File: src/rtl/cpu_pkg.sv
// Shared CPU definitions: condition-field encoding and the {N,Z,C,V} flag layout.
package cpu_pkg;

    typedef enum logic [3:0] {
        EQ = 4'b0000,
        NE = 4'b0001,
        CS = 4'b0010,
        CC = 4'b0011,
        MI = 4'b0100,
        PL = 4'b0101,
        VS = 4'b0110,
        VC = 4'b0111,
        HI = 4'b1000,
        LS = 4'b1001,
        GE = 4'b1010,
        LT = 4'b1011,
        GT = 4'b1100,
        LE = 4'b1101,
        AL = 4'b1110,
        NV = 4'b1111
    } cond_t;

    localparam int FLAG_N = 3;
    localparam int FLAG_Z = 2;
    localparam int FLAG_C = 1;
    localparam int FLAG_V = 0;

    typedef logic [3:0] flags_t;

endpackage

File: src/rtl/cond_check.sv
// Combinational condition evaluator: decides whether a condition field passes
// against a flag value, and flags the reserved encoding.
module cond_check
    import cpu_pkg::*;
(
    input  logic [3:0] cond,
    input  flags_t     flags,
    output logic       pass,
    output logic       illegal
);

    logic n, z, c, v;

    assign n = flags[FLAG_N];
    assign z = flags[FLAG_Z];
    assign c = flags[FLAG_C];
    assign v = flags[FLAG_V];

    always_comb begin
        pass    = 1'b0;
        illegal = 1'b0;
        case (cond_t'(cond))
            EQ: pass = z;
            NE: pass = !z;
            CS: pass = c;
            CC: pass = !c;
            MI: pass = n;
            PL: pass = !n;
            VS: pass = v;
            VC: pass = !v;
            HI: pass = c && !z;
            LS: pass = !c || z;
            GE: pass = (n == v);
            LT: pass = (n != v);
            GT: pass = !z && (n == v);
            LE: pass = z || (n != v);
            AL: pass = 1'b1;
            NV: illegal = 1'b1;
            default: pass = 1'b0;
        endcase
    end

endmodule

File: src/rtl/cond_unit.sv
// Conditional-execution unit: architectural flag register, condition gating of
// execute-stage controls, and the E/M pipeline registers for those controls.
module cond_unit
    import cpu_pkg::*;
(
    input  logic       clk,
    input  logic       rst_n,
    input  logic       stall_i,
    input  logic       flush_i,
    input  logic       valid_e,
    input  logic [3:0] cond_e,
    input  logic [1:0] flag_w_e,
    input  logic [3:0] alu_flags_e,
    input  logic       pcs_e,
    input  logic       reg_write_e,
    input  logic       mem_write_e,
    output logic       cond_ex_e,
    output logic       pcsrc_m,
    output logic       reg_write_m,
    output logic       mem_write_m,
    output logic       valid_m,
    output logic       cond_illegal_m,
    output logic [3:0] flags_o
);

    flags_t flags_q, flags_d;
    logic   valid_q, valid_d;
    logic   pcsrc_q, pcsrc_d;
    logic   reg_write_q, reg_write_d;
    logic   mem_write_q, mem_write_d;
    logic   illegal_q, illegal_d;

    logic   cond_pass;
    logic   cond_nv;
    logic   flag_upd;

    cond_check u_cond_check (
        .cond    (cond_e),
        .flags   (flags_q),
        .pass    (cond_pass),
        .illegal (cond_nv)
    );

    assign cond_ex_e = valid_e & cond_pass;
    // Flush takes priority over stall, and both block the flag write.
    assign flag_upd  = cond_ex_e & !stall_i & !flush_i;

    always_comb begin
        flags_d = flags_q;
        if (flag_upd && flag_w_e[1]) begin
            flags_d[FLAG_N] = alu_flags_e[FLAG_N];
            flags_d[FLAG_Z] = alu_flags_e[FLAG_Z];
        end
        if (flag_upd && flag_w_e[0]) begin
            flags_d[FLAG_C] = alu_flags_e[FLAG_C];
            flags_d[FLAG_V] = alu_flags_e[FLAG_V];
        end
    end

    always_comb begin
        valid_d     = valid_q;
        pcsrc_d     = pcsrc_q;
        reg_write_d = reg_write_q;
        mem_write_d = mem_write_q;
        illegal_d   = illegal_q;
        if (flush_i) begin
            valid_d     = 1'b0;
            pcsrc_d     = 1'b0;
            reg_write_d = 1'b0;
            mem_write_d = 1'b0;
            illegal_d   = 1'b0;
        end else if (!stall_i) begin
            valid_d     = valid_e;
            pcsrc_d     = pcs_e & cond_ex_e;
            reg_write_d = reg_write_e & cond_ex_e;
            mem_write_d = mem_write_e & cond_ex_e;
            illegal_d   = valid_e & cond_nv;
        end
    end

    always_ff @(posedge clk or negedge rst_n) begin
        if (!rst_n) begin
            flags_q     <= '0;
            valid_q     <= 1'b0;
            pcsrc_q     <= 1'b0;
            reg_write_q <= 1'b0;
            mem_write_q <= 1'b0;
            illegal_q   <= 1'b0;
        end else begin
            flags_q     <= flags_d;
            valid_q     <= valid_d;
            pcsrc_q     <= pcsrc_d;
            reg_write_q <= reg_write_d;
            mem_write_q <= mem_write_d;
            illegal_q   <= illegal_d;
        end
    end

    assign flags_o        = flags_q;
    assign valid_m        = valid_q;
    assign pcsrc_m        = pcsrc_q;
    assign reg_write_m    = reg_write_q;
    assign mem_write_m    = mem_write_q;
    assign cond_illegal_m = illegal_q;

endmodule

File: config.mk
export PLATFORM = sky130hd
export DESIGN_NAME = cond_unit
export DESIGN_NICKNAME = d
export VERILOG_FILES = /design/src/rtl/cpu_pkg.sv /design/src/rtl/cond_check.sv /design/src/rtl/cond_unit.sv
export SDC_FILE = /design/constraint.sdc
export NUM_CORES = 1
export LEC_CHECK = 0
export ABC_AREA = 1
export CORE_MARGIN = 2
export CORE_UTILIZATION = 43
export CTS_CLUSTER_DIAMETER = 120
export DETAILED_ROUTE_END_ITERATION = 10
export PLACE_DENSITY = 0.82
export REMOVE_ABC_BUFFERS = 1
export SYNTH_ARGS = -nofsm -noshare
export SYNTH_HDL_FRONTEND = slang
export SYNTH_SLANG_ARGS = --single-unit
File: constraint.sdc
create_clock -name clk -period 3.1 [get_ports clk]
set_clock_uncertainty 0.05 [all_clocks]
set_input_delay 0.775 -clock clk [delete_from_list [all_inputs] [get_ports clk]]
set_output_delay 0.775 -clock clk [all_outputs]
set_load 0.01 [all_outputs]
# [After elaboration in Yosys (flattened, before gate mapping)]
# Cells that the tools add are included.
[word_totals] ff_bits=9 latch_bits=0 ramBits=0 romBits=0 input_bits=18 out_inout_bits=10 mem_count=0
[classes] n_addsub=0 n_mul=0 div=0 magnitude_cmp=0 eq_ne=18 shift=0 mux=12 bitwise=7 n_reduce_logical=13
[op_table] cell="4-bit equality test, second input constant" count=8
[op_table] cell="4-bit by 3-bit equality test with 1-bit output, second input constant" count=4
[op_table] cell="1-bit case mux with 15 select lines" count=1
[op_table] cell="1-bit two-way mux" count=11
[op_table] cell="4-bit by 2-bit equality test with 1-bit output, second input constant" count=2
[op_table] cell="1-bit AND" count=7
[op_table] cell="1-bit logical NOT" count=6
[op_table] cell="4-bit by 1-bit equality test with 1-bit output, second input constant" count=1
[op_table] cell="1-bit logical AND" count=4
[op_table] cell="4-bit logical NOT" count=1
[op_table] cell="1-bit logical OR" count=2
[op_table] cell="2-bit by 1-bit inequality test with 1-bit output, second input constant" count=1
[op_table] cell="1-bit equality test" count=1
[op_table] cell="1-bit inequality test" count=1

# [Depth between registers and ports, before layout]
[depth] ltp_word=7 mapped_depth=12 mapped_depth_nobuf=12

# [Hierarchy]
# A second synthesis with hierarchy kept.
[unflattened] cells_unflattened=97 area_unflattened_um2=604.3
[by_module_without_submodules] module="cond_unit" instances=1 cells_per_inst=44 area_per_inst_um2=389.1 seq_area_each_um2=225.2
[by_module_without_submodules] module="cond_check" instances=1 cells_per_inst=53 area_per_inst_um2=215.2 seq_area_each_um2=0.0

# [Worst setup path after synthesis]
# Ideal clock, no wire load.
[synth_timing] path_kind="input to output" start="in cond_e[1]" end="out cond_ex_e" arrival_time_ps=1434 required_time_ps=2275 slack_ps=841 stages=7 cell_sequence="inv_1 -> nand2_1 -> nor2_1 -> nand3_1 -> nand2_2 -> nor2_4 -> a21oi_4"
[synth_via] elab_chain_len=3 word_cells_on_any_way=17 cone_classes="14 x eq/ne; 1 x mux; 1 x bitwise; 1 x reduce/logical"
[synth_rtl] element="start: declaration" line="cond_unit.sv:11" rtl="input logic [3:0] cond_e,"
[synth_rtl] element="4-bit equality test, or another cell as far along" line="cond_check.sv:22" rtl="case (cond_t'(cond))"
[synth_rtl] element="1-bit case mux with 15 select lines (*)" line="cond_check.sv:22"
[synth_rtl] element="1-bit AND (*)" line="cond_unit.sv:44" rtl="assign cond_ex_e = valid_e & cond_pass;"
[synth_rtl] element="end: declaration" line="cond_unit.sv:17" rtl="output logic cond_ex_e,"
# Every way passes the cells marked *; elsewhere a longest branch is shown, timed or not.

# [Final worst setup path]
[layout_timing] start="in cond_e[3]" end="out cond_ex_e"
# The elaborated chain is that of the path after synthesis.

==> flow_summary.json <==
{
  "outcome": "finished clean",
  "die-area_um2": 1770,
  "hold-path-endpoint": "reg_write_m$_DFFE_PN0P_",
  "drv_slew": 0,
  "start_kind": "primary input",
  "r2r_cells": 11,
  "coreArea_um2": 1330,
  "async_flop_share_pct": 100,
  "die_h_um": 42.0,
  "cts_tree": "built",
  "syn_to_final_growth_pct": 59.0,
  "start_util_pct": 46.6,
  "finalCritPeriodShare_pct": 89.6,
  "routabilityCongestion": 0.947,
  "avgRoutedWirePerCell_um": 12.4,
  "ys_seq_elements": 9,
  "synth_mux_area_share_pct": 0,
  "rows": 13,
  "yosys_warnings": 0,
  "final_hold_viol_count": 0,
  "path_max_fanout": 4,
  "grt_pass1_wl_um": 2960,
  "dr.pass1.iters": 4,
  "dp_slack_ns": -0.242,
  "grt_overflow_total": 0,
  "required_ns": 2.27,
  "vias_per_cell": 5.29,
  "cpPeakStageDelay_ns": 0.28,
  "r2r-end": "flags_o[3]$_DFFE_PN0P_",
  "synth_area_per_cell_um2": 6.76,
  "synth-edff-count": 0,
  "antenna_found_initial": 0,
  "fillerInstances": 112,
  "final.setup.tns_ns": 0,
  "cap_violations": 0,
  "drt-total-wl_um": 1780,
  "die_w_um": 42.0,
  "dp_cells": 138,
  "worstHoldPathType": "reg -> reg",
  "cts.sinks": 9,
  "timing.final.crit_period_ns": 2.78,
  "min_from": "reg_write_m$_DFFE_PN0P_",
  "cts_made_buffers": 3,
  "whs_path_depth": 2,
  "syn-cell-area_um2": 622,
  "setup_violations": 0,
  "ir_worst_vdd_v": 0.000305,
  "p_leak_nw": 0.517,
  "synth-compound-area-share_pct": 6.64,
  "seq_area_frac_synth_pct": 36.2,
  "crit_arrival_ns": 1.95,
  "synth_fa_ha_area_share_pct": 0,
  "vias": 756,
  "ys_types": 16,
  "setup_ws_ns": 0.324,
  "nNetsFinal": 147,
  "synthSimpleGateAreaFrac_pct": 50.5,
  "final_cell_mix": "37 x nand2_1, 22 x clkdlybuf4s50_1, 11 x nand3_1, 9 x dfrtp_1, 8 x inv_1",
  "critPathKind": "in -> out",
  "root_buffer": "clkbuf_4",
  "drt-initial-drc-count": 26,
  "final_common_cell": "nand2_1",
  "dp_hpwl_um": 1410,
  "fin_util_pct": 74.1,
  "io_buffers": 27,
  "first_global_vias": 703,
  "r2r_slack_ns": 1.48,
  "synthXorXnorAreaFrac_pct": 0,
  "crit_chain": "dlymetal6s2s_1 > nand2_2 > clkinv_1 > nand2_1 > nand2_1 > nand2_1 > nand2_2 > nor2_4 > a21oi_4 > dlygate4sd2_1",
  "grt_setup_unrepaired": "false",
  "path_delay_family": "buffers and inverters",
  "clkTransAtPathRegs_ns": 0.06,
  "path_buf_inv": 3,
  "finalNonFillerCells": 143,
  "slew_headroom_pct": 72.1,
  "yosys_most_used_dff": "dfrtp_1",
  "grt_usage_pct": 21.5,
  "fmax_mhz": 360,
  "ant_nets": 0,
  "worstSkewPairLatency_ns": 0.25,
  "n_antenna_cell": 0,
  "drive_above_1_share_pct": 16.4,
  "worstMarginPinSlew_ns": 0.417,
  "clk_path_buf_depth": 2,
  "synth_top_family_by_area": "simple AND/OR/NAND/NOR gates",
  "critPathMostFrequentCell": "nand2_1",
  "num_io_pins": 28,
  "drc": 0,
  "netlist_instances": 92,
  "critPathSlowestCell": "dlygate4sd2_1",
  "powerDensity_nw_per_um2": 475,
  "cts_max_level": 1,
  "grt_max_degree": 11,
  "rr_startpoint": "flags_o[0]$_DFFE_PN0P_",
  "end_kind": "output port"
}
-- cell usage after synthesis (2+ instances only) --
cell type	number	area, um^2
dfrtp_1	9	225
nor2_1	4	15.0
nand2_2	3	18.8
nor2_2	4	25.0
inv_2	2	7.51
nand2_1	37	139
inv_1	8	30.0
nand3_1	11	55.1
nand4_1	6	37.5
a21oi_2	2	17.5
-- layout make-up --
class,instances,area (um^2),area share [%]
multi-input cells,72,360,36.5
clock buffers,4,26.3,2.66
well taps,15,18.8,1.90
repair buffers,32,317,32.0
inverters,11,41.3,4.18
flip-flops and latches,9,225,22.8
-- metrics by stage --
stage	total power, mW	hold WS (ns)	area [um^2]
6_report	0.469	0.425	988
5_1_grt	0.499	0.476	988
4_1_cts	0.467	0.433	966
3_5_place_dp	0.375	0.417	941
3_3_place_gp	0.371	0.407	941
2_1_floorplan	0.268	0.429	622
-- flip-flops by register name, indices dropped and copies added (netlist names) --
name            cells
flags_o             4
cond_illegal_m      1
mem_write_m         1
pcsrc_m             1
reg_write_m         1
valid_m             1
-- where the power goes --
part           internal [mW]  leakage (nW)  switching (mW)
Combinational          0.104         0.383           0.104
Clock                 0.0496        0.0150          0.0413
Sequential             0.139         0.120          0.0307
-- how the worst max path moves through the flow --
| stage | start | cells past startpoint | endpoint |
|---|---|---|---|
| 2_1_floorplan | cond_e[1] | 7 | cond_ex_e |
| 3_3_place_gp | cond_e[2] | 8 | cond_ex_e |
| 3_5_place_dp | cond_e[3] | 10 | cond_ex_e |
| 4_1_cts | cond_e[3] | 9 | cond_ex_e |
| 5_1_grt | cond_e[0] | 10 | cond_ex_e |
| 6_report | cond_e[3] | 10 | cond_ex_e |
-- what timing repair did --
item | 4_1_cts | 5_1_grt
gates cloned | 0 | 0
buffers inserted | 0 | 1
setup endpoints to repair | 1 | 1
resized for setup | 1 | 5
pin swaps | 0 | 1
hold endpoints to repair | 0 | 0
hold buffers | 0 | 0
-- worst min-delay path, delay by kind of cell, from the launching register on --
kind / cells / cell delay, ns
AND/OR/NAND/NOR: 2 / 0.10
flip-flops: 1 / 0.34
-- kinds of logic after synthesis --
group | after synthesis
AO/OA/AOI/OAI | 4
buffers and inverters | 11
flip-flops | 9
AND/OR/NAND/NOR | 68
-- metal layers --
| layer | GRT usage, % | up-vias | part of all wire, % | routed length (um) |
|---|---|---|---|---|
| li1 | - | 368 | - | - |
| met1 | 26.6 | 329 | 41 | 731 |
| met2 | 36.9 | 51 | 47 | 843 |
| met3 | 5.17 | 8 | 9.5 | 169 |
| met4 | 6.88 | 0 | 1.9 | 33 |
| met5 | 0 | - | 0 | 0 |
(Power assumes the default switching activity.)
